<file path="src/rtl/ps2_pkg.sv">
// Shared types and constants for the PS/2 keyboard receiver.
package ps2_pkg;

  typedef enum logic [1:0] {
    ST_IDLE,
    ST_DATA,
    ST_PARITY,
    ST_STOP
  } frame_state_t;

  localparam logic [7:0] PS2_PREFIX_EXT = 8'hE0;
  localparam logic [7:0] PS2_PREFIX_REL = 8'hF0;
  localparam int         PS2_FRAME_BITS = 11;

endpackage

</file>
<file path="src/rtl/ps2_rx_frame.sv">
// PS/2 frame deserializer: input sync, frame FSM, parity check and optional
// mid-frame timeout (enabled by defining PS2_KBD_RX_TIMEOUT_EN).
//
// state     | meaning
// ST_IDLE   | waiting for a start bit
// ST_DATA   | shifting in 8 data bits, LSB first
// ST_PARITY | waiting for the odd-parity bit
// ST_STOP   | waiting for the stop bit, then report byte or error
module ps2_rx_frame
  import ps2_pkg::*;
#(
  parameter int TIMEOUT_CYCLES = 4096
) (
  input  logic       clk_sys,
  input  logic       reset,
  input  logic       ps2_kbd_clk,
  input  logic       ps2_kbd_data,
  output logic [7:0] rx_byte,
  output logic       rx_strobe,
  output logic       err_parity,
  output logic       err_frame
);

  localparam int DATA_BITS = PS2_FRAME_BITS - 3;

  if (TIMEOUT_CYCLES < 64 || TIMEOUT_CYCLES > 65535) begin : g_bad_timeout
    $error("TIMEOUT_CYCLES out of range 64..65535");
  end

  logic         clk_s1, clk_s2, clk_prev;
  logic         dat_s1, dat_s2;
  logic         fall, bit_in;
  frame_state_t state;
  logic [2:0]   bit_cnt;
  logic [7:0]   shift;
  logic         par_bit;
  logic         timeout;

  // Sync flops reset to the idle-high line level so reset never fakes an edge.
  always_ff @(posedge clk_sys) begin
    if (reset) begin
      clk_s1   <= 1'b1;
      clk_s2   <= 1'b1;
      clk_prev <= 1'b1;
      dat_s1   <= 1'b1;
      dat_s2   <= 1'b1;
      fall     <= 1'b0;
      bit_in   <= 1'b0;
    end else begin
      clk_s1   <= ps2_kbd_clk;
      clk_s2   <= clk_s1;
      clk_prev <= clk_s2;
      dat_s1   <= ps2_kbd_data;
      dat_s2   <= dat_s1;
      fall     <= clk_prev & ~clk_s2;
      bit_in   <= dat_s2;
    end
  end

`ifdef PS2_KBD_RX_TIMEOUT_EN
  localparam logic [15:0] TO_LIMIT = 16'(TIMEOUT_CYCLES);
  logic [15:0] to_cnt;

  assign timeout = (state != ST_IDLE) && !fall && (to_cnt == TO_LIMIT);

  always_ff @(posedge clk_sys) begin
    if (reset || fall || state == ST_IDLE) to_cnt <= '0;
    else                                   to_cnt <= to_cnt + 16'd1;
  end
`else
  assign timeout = 1'b0;
`endif

  always_ff @(posedge clk_sys) begin
    if (reset) begin
      state      <= ST_IDLE;
      bit_cnt    <= '0;
      shift      <= '0;
      par_bit    <= 1'b0;
      rx_byte    <= '0;
      rx_strobe  <= 1'b0;
      err_parity <= 1'b0;
      err_frame  <= 1'b0;
    end else begin
      rx_strobe  <= 1'b0;
      err_parity <= 1'b0;
      err_frame  <= 1'b0;
      if (timeout) begin
        err_frame <= 1'b1;
        state     <= ST_IDLE;
      end else if (fall) begin
        case (state)
          ST_IDLE: begin
            if (!bit_in) begin
              bit_cnt <= '0;
              state   <= ST_DATA;
            end else begin
              err_frame <= 1'b1;
            end
          end
          ST_DATA: begin
            shift   <= {bit_in, shift[7:1]};
            bit_cnt <= bit_cnt + 3'd1;
            if (bit_cnt == 3'(DATA_BITS - 1)) state <= ST_PARITY;
          end
          ST_PARITY: begin
            par_bit <= bit_in;
            state   <= ST_STOP;
          end
          ST_STOP: begin
            // Framing outranks parity: a bad stop bit means the byte is suspect anyway.
            if (!bit_in)                  err_frame  <= 1'b1;
            else if (!(^{shift, par_bit})) err_parity <= 1'b1;
            else begin
              rx_strobe <= 1'b1;
              rx_byte   <= shift;
            end
            state <= ST_IDLE;
          end
          default: state <= ST_IDLE;
        endcase
      end
    end
  end

endmodule

</file>
<file path="src/rtl/ps2_kbd_rx.sv">
// PS/2 keyboard receiver top: frame deserializer plus E0/F0 prefix tracking.
// Optional mid-frame timeout is enabled by defining PS2_KBD_RX_TIMEOUT_EN.
module ps2_kbd_rx
  import ps2_pkg::*;
#(
  parameter int TIMEOUT_CYCLES = 4096
) (
  input  logic       clk_sys,
  input  logic       reset,
  input  logic       ps2_kbd_clk,
  input  logic       ps2_kbd_data,
  output logic [7:0] rx_byte,
  output logic       rx_strobe,
  output logic       key_valid,
  output logic [7:0] key_code,
  output logic       key_extended,
  output logic       key_released,
  output logic       err_parity,
  output logic       err_frame
);

  logic ext_pend, rel_pend;

  ps2_rx_frame #(
    .TIMEOUT_CYCLES(TIMEOUT_CYCLES)
  ) u_frame (
    .clk_sys     (clk_sys),
    .reset       (reset),
    .ps2_kbd_clk (ps2_kbd_clk),
    .ps2_kbd_data(ps2_kbd_data),
    .rx_byte     (rx_byte),
    .rx_strobe   (rx_strobe),
    .err_parity  (err_parity),
    .err_frame   (err_frame)
  );

  // Any error discards a half-received prefix sequence.
  always_ff @(posedge clk_sys) begin
    if (reset) begin
      ext_pend     <= 1'b0;
      rel_pend     <= 1'b0;
      key_valid    <= 1'b0;
      key_code     <= '0;
      key_extended <= 1'b0;
      key_released <= 1'b0;
    end else begin
      key_valid <= 1'b0;
      if (err_parity || err_frame) begin
        ext_pend <= 1'b0;
        rel_pend <= 1'b0;
      end else if (rx_strobe) begin
        if (rx_byte == PS2_PREFIX_EXT) begin
          ext_pend <= 1'b1;
        end else if (rx_byte == PS2_PREFIX_REL) begin
          rel_pend <= 1'b1;
        end else begin
          key_valid    <= 1'b1;
          key_code     <= rx_byte;
          key_extended <= ext_pend;
          key_released <= rel_pend;
          ext_pend     <= 1'b0;
          rel_pend     <= 1'b0;
        end
      end
    end
  end

endmodule

</file>
<file path="config.mk">
export PLATFORM = sky130hd
export DESIGN_NAME = ps2_kbd_rx
export DESIGN_NICKNAME = d
export VERILOG_FILES = /design/src/rtl/ps2_pkg.sv /design/src/rtl/ps2_rx_frame.sv /design/src/rtl/ps2_kbd_rx.sv
export SDC_FILE = /design/constraint.sdc
export NUM_CORES = 1
export LEC_CHECK = 0
export CAP_MARGIN = 15
export CORE_ASPECT_RATIO = 0.8
export CORE_MARGIN = 1.5
export CORE_UTILIZATION = 45
export DETAILED_ROUTE_END_ITERATION = 16
export GPL_ROUTABILITY_DRIVEN = 0
export GPL_TIMING_DRIVEN = 0
export PLACE_DENSITY = 0.68
export SYNTH_ARGS = -nofsm -noshare
export SYNTH_HDL_FRONTEND = slang
export SYNTH_SLANG_ARGS = --single-unit
</file>
<file path="constraint.sdc">
create_clock -name clk_sys -period 2.5 [get_ports clk_sys]
set_input_delay 0.5 -clock clk_sys [delete_from_list [all_inputs] [get_ports clk_sys]]
set_output_delay 0.5 -clock clk_sys [all_outputs]
set_load 0.03 [all_outputs]
</file>
==> flow_summary.json, run 1 <==
{
  "maxCapViolCount": 0,
  "post_cts_buffers": 0,
  "synth_fp_nets": 206,
  "drc": 0,
  "synth.area.top_cells": "dfxtp_1, mux2i_1, a21oi_1, ha_1, nor2_1",
  "vias": 1369,
  "drtIter0Drc": 65,
  "postCtsHoldBufs": 0,
  "yosys_warnings": 0,
  "overflow": 0,
  "initial_core_util_pct": 47.20,
  "grt_pass1_vias": 1204,
  "fin_area_um2": 2191,
  "crit_type": "flip-flop to flip-flop",
  "whs_ps": 410.2,
  "hold_violations": 0,
  "postRouteAntennaNets": 0,
  "fin_ws_ps": 423.8,
  "num_antenna_cells": 0,
  "irDropWorstVdd_mv": 0.3447,
  "grt-busiest-layer": "met2",
  "rsz0062_at_grt": "no",
  "slew_viol_final": 0,
  "yosys.area.top_type": "dfxtp_1",
  "synth_cells": 195,
  "cp_num_buf_inv": 1,
  "max_freq_ghz": 0.4816,
  "met3_usage_pct": 4.592,
  "power_mw": 1.211,
  "dpl_cell_area_um2": 2105,
  "final_layout_size_suffix_gt1_share_pct": 7.522,
  "cts_resized": 0,
  "die_h_um": 59.50,
  "max_stage_delay_ps": 670,
  "area_growth_pct": 22.02,
  "worst_pin_slew_ps": 511.8,
  "track_usage_pct": 16.72,
  "cp_top_family": "simple AND/OR/NAND/NOR gates",
  "status": "finished clean",
  "wirelength_um": 3303,
  "p_per_area_nw_per_um2": 552.7,
  "viasPerCell": 4.872,
  "cts.path.max_buffers": 2,
  "wl_per_cell_um": 11.75,
  "clk_latency_ps": 290,
  "core-area_um2": 3804,
  "period_minus_slack_ps": 2076,
  "n_fill_cell": 368,
  "cts_buffers": 5,
  "use_met1_pct": 22.61,
  "path_cells": "or4b_2 -> o21ai_0 -> or3_1 -> buf_4 -> mux2i_1 -> nor2_1",
  "setup_viol_count_final": 0,
  "h-tree-depth": 2,
  "final_nets": 237,
  "power_leakage_nw": 0.8355,
  "critPathMaxFanout": 10,
  "critPathCaptureType": "flip-flop",
  "synth-seq-area-share_pct": 50.17,
  "fp-row-count": 20,
  "tns_ps": 0,
  "grt_max_degree": 13,
  "design.die.area_um2": 4380,
  "synth_top_cell_area_share_pct": 50.17,
  "worst_clock_skew_ps": 3.218,
  "grt_pass1_wl_um": 5568,
  "place_hpwl_um": 2372,
  "first_pass_iters": 4,
  "fp.dieW_um": 73.62,
  "synth.cell_area_um2": 1795,
  "crit_slowest_cell": "or4b_2",
  "path_clk_slew_ps": 80,
  "critPathRequiredTime_ps": 2670,
  "hp-class": "flip-flop to flip-flop",
  "clock-sinks": 45,
  "met2_usage_pct": 25.48,
  "post-route-period-util_pct": 83.05,
  "io_pins": 26,
  "cts_root_buffer": "clkbuf_8",
  "place_ws_ps": 431.4,
  "antenna_found_initial": 0,
  "start_kind": "flip-flop",
  "portBuffers": 24,
  "syn_area_per_cell_um2": 9.208,
  "synthDistinctLibCells": 25,
  "cts_tree": "yes",
  "synth-seq-cells": 45,
  "arrival_ps": 2240,
  "relSlewSlack_pct": 65.88
}
## worst min-delay path: stages (launching register included)
cell	delay, ps
dfxtp_1	300
inv_1	40
nor2_1	30
## cell usage in the layout, fill, tap and decap left out, drive strengths merged
cell           instances
clkbuf                15
a21boi                 1
nor3                   3
or4b                   1
or2                    5
nor3b                  2
xnor2                  7
nand2                 13
nor2                  20
mux2i                 12
a21oi                 20
ha                     7
clkdlybuf4s50         24
a211oi                 1
o21ai                 12
or3                    8
a32oi                  2
nand3                 10
nor2b                  1
xnor3                  1
inv                   13
nand3b                 1
buf                    2
dfxtp                 45
## Yosys cell counts
master,number
buf_6,1
or3_1,6
ha_1,7
o21ai_0,12
a21oi_1,20
a21boi_0,1
mux2i_1,12
a32oi_1,2
xnor2_1,7
nor3_1,3
or2_2,5
inv_1,13
clkbuf_1,8
xnor3_2,1
nor2_1,20
nor2b_1,1
or3_2,2
or4b_2,1
nand3b_1,1
nor3b_1,2
buf_4,1
nand2_1,13
dfxtp_1,45
nand3_1,10
a211oi_1,1
## final timing paths
kind / slack [ps] / from / depth (start not counted) / end
setup / recovery: 420 / u_frame.rx_byte[0] / 6 / key_extended
hold reg to reg: 410 / u_frame.clk_prev / 2 / u_frame.fall
hold / removal: 410 / u_frame.clk_prev / 2 / u_frame.fall
setup reg to reg: 420 / u_frame.rx_byte[0] / 6 / key_extended
## report_power, final
| group | switching, mW | internal (mW) |
|---|---|---|
| registers | 0.00582 | 0.724 |
| clock network | 0.222 | 0.219 |
| logic | 0.0252 | 0.0152 |
| total | 0.253 | 0.958 |
## cell families after synthesis
| group | count (synthesis) | synth area share (%) |
|---|---|---|
| buffers and inverters | 23 | 5.436 |
| AND/OR/NAND/NOR | 64 | 17.35 |
| flip-flops | 45 | 50.17 |
| XOR/XNOR | 8 | 4.739 |
| adder cells (fa/ha/maj) | 7 | 4.878 |
| AO/OA/AOI/OAI | 36 | 10.73 |
| multiplexers | 12 | 6.690 |
## metal layers
metal  vias up  wire length, µm
met5         -                0
met3         7              127
met1       619             1690
met2        28             1434
li1        715                -
met4         0               51
## registers in the layout, indices dropped and copies added, names as in the netlist
register            cells
u_frame.state           2
u_frame.par_bit         1
u_frame.rx_strobe       1
u_frame.bit_cnt         3
u_frame.clk_prev        1
u_frame.dat_s1          1
u_frame.clk_s2          1
u_frame.bit_in          1
ext_pend                1
u_frame.err_parity      1
u_frame.fall            1
u_frame.shift           8
u_frame.err_frame       1
key_valid               1
u_frame.rx_byte         8
key_extended            1
rel_pend                1
key_released            1
u_frame.dat_s2          1
key_code                8
u_frame.clk_s1          1
## area by class of cell
type | count | area [µm²] | area share (%)
Buffer | 10 | 48.80 | 2.227
Tap cell | 55 | 68.82 | 3.141
Clock buffer | 7 | 86.33 | 3.941
Timing Repair Buffer | 24 | 240.2 | 10.97
Inverter | 13 | 48.80 | 2.227
Multi-Input combinational cell | 127 | 797.0 | 36.38
Sequential cell | 45 | 900.9 | 41.12
## per-stage QoR
stage,util (%),cells
4_1_cts,57.60,281
3_3_place_gp,55.33,274
2_1_floorplan,-,195
5_1_grt,57.60,281
3_5_place_dp,55.33,274
6_report,57.60,281
Note: power is estimated with default switching activity, not from simulation.
==> run 2, diff against run 1 <==
Clock period 2.5 ns to 1.95 ns, I/O delays scaled along.
==> run 2 against run 1 <==
Effect of this change:
- combinational power rose by 29%
- via count up 0.58%
- non-clock buffer count grew 3
- critical path type unchanged
==> flow_summary.json, run 2 (synthesis gave the netlist of run 1 again) <==
{
  "dpl.cell_count": 274,
  "vias": 1377,
  "h-tree-depth": 2,
  "setup_viol_count_final": 0,
  "clock-sinks": 45,
  "portBuffers": 24,
  "postRouteAntennaNets": 0,
  "regArea_um2": 903.4,
  "n_fill_cell": 360,
  "wirelength_um": 3281,
  "path_clk_slew_ps": 80,
  "r2r-start": "u_frame.rx_byte[0]",
  "min_from": "reset",
  "cts_buffers": 5,
  "io_pins": 26,
  "antenna_found_initial": 0,
  "initial_core_util_pct": 47.20,
  "multiInputGateArea_um2": 828.3,
  "drtIter0Drc": 35,
  "hp-class": "primary input to flip-flop",
  "wl_per_cell_um": 11.51,
  "power_leakage_nw": 0.8693,
  "track_usage_pct": 16.91,
  "instances_no_fill": 285,
  "post-route-period-util_pct": 95.58,
  "maxCapViolCount": 0,
  "grt_max_degree": 14,
  "core-area_um2": 3804,
  "fp-row-count": 20,
  "start_kind": "flip-flop",
  "area_growth_pct": 26.20,
  "critPathRequiredTime_ps": 2120,
  "highest_layer": "met4",
  "viasPerCell": 4.832,
  "p_per_area_nw_per_um2": 708.3,
  "max_freq_ghz": 0.5365,
  "fp.dieW_um": 73.62,
  "clk_latency_ps": 290,
  "crit_start": "u_frame.rx_byte[0]",
  "grt_pass1_vias": 1172,
  "overflow": 0,
  "design.die.area_um2": 4380,
  "relSlewSlack_pct": 66.04,
  "met2_wirelength_um": 1422,
  "fin_area_um2": 2266,
  "place_hpwl_um": 2311,
  "final_layout_size_suffix_gt1_share_pct": 12.61,
  "drc": 0,
  "grt_pass1_wl_um": 5513,
  "crit_type": "flip-flop to flip-flop",
  "rsz0062_at_grt": "yes",
  "r2r_setup_slack_ps": 90,
  "slew_viol_final": 0,
  "final_common_cell": "dfxtp_1",
  "irDropWorstVdd_mv": 0.4272,
  "postCtsHoldBufs": 0,
  "final_nets": 240,
  "critPathMaxFanout": 5,
  "critPathCaptureType": "flip-flop",
  "dpl_cell_area_um2": 2107,
  "status": "finished clean",
  "layout_common_cells": "dfxtp_1, clkdlybuf4s50_1, nor2_1, a21oi_1",
  "hold_violations": 0,
  "cts_tree": "yes",
  "top_regs": "key_code (8), u_frame.rx_byte (8), u_frame.shift (8)",
  "worst_pin_slew_ps": 509.4,
  "first_pass_iters": 4,
  "m1WireLength_um": 1671,
  "die_h_um": 59.50,
  "cts_root_buffer": "clkbuf_8",
  "arrival_ps": 2040,
  "cts.path.max_buffers": 2,
  "power_mw": 1.605,
  "worst_clock_skew_ps": 7.246,
  "wl_met3_um": 133,
  "num_antenna_cells": 0,
  "period_minus_slack_ps": 1864
}
run 2: cell count changes in the layout (fill, tap and decap cells not counted), sizes merged:
| cell | delta |
|---|---|
| buf | +3 |
| clkinv | +1 |
run 2: layer usage:
| metal | track usage, % | vias up |
|---|---|---|
| met2 | 23.81 | 31 |
| met5 | 0 | - |
| met1 | 23.18 | 612 |
| li1 | - | 729 |
| met4 | 7.407 | 0 |
| met3 | 6.122 | 5 |
run 2: report_power, final:
part | leakage [nW] | internal [mW] | switching (mW)
combinational | 0.450 | 0.0195 | 0.0325
clock | 0.0542 | 0.320 | 0.298
sequential | 0.365 | 0.927 | 0.00764
run 2: worst paths after layout:
path | to | depth (start not counted)
setup / recovery | key_extended | 6
hold / removal | u_frame.bit_in | 2
setup reg to reg | key_extended | 6
hold reg to reg | u_frame.fall | 2
run 2: final cells by class:
| type | instances | area share (%) |
|---|---|---|
| timing repair buffer | 27 | 11.60 |
| tap | 55 | 3.037 |
| multi-input combinational | 127 | 36.55 |
| buffer | 10 | 2.319 |
| clock inverter | 1 | 0.2209 |
| inverter | 13 | 2.154 |
| sequential | 45 | 39.87 |
| clock buffer | 7 | 4.252 |
run 2: critical path: stages (launching register included):
cell	delay, ps
dfxtp_2	340
or4b_2	680
o21ai_2	180
or3_4	170
buf_4	150
mux2i_1	180
nor2_1	50
run 2: timing repair:
action | 4_1_cts | 5_1_grt
cloned | 1 | 0
buffers inserted | 0 | 2
endpoints found under the setup margin | 9 | 13
pin swaps | 0 | 3
gates resized for setup | 4 | 6
hold endpoints to repair | 0 | 0
run 2: through the flow:
step / setup TNS (ps) / util [%] / hold WS (ps) / setup WS [ps]
6_report: 0 / 59.57 / 397.5 / 86.23
5_1_grt: -14.33 / 59.57 / 434.4 / -11.83
4_1_cts: 0 / 58.52 / 395.2 / 2.786
3_5_place_dp: -964.1 / 55.39 / 392.3 / -118.8
3_3_place_gp: -927.0 / 55.39 / 391.8 / -109.8
2_1_floorplan: 0 / - / 389.5 / 9.477
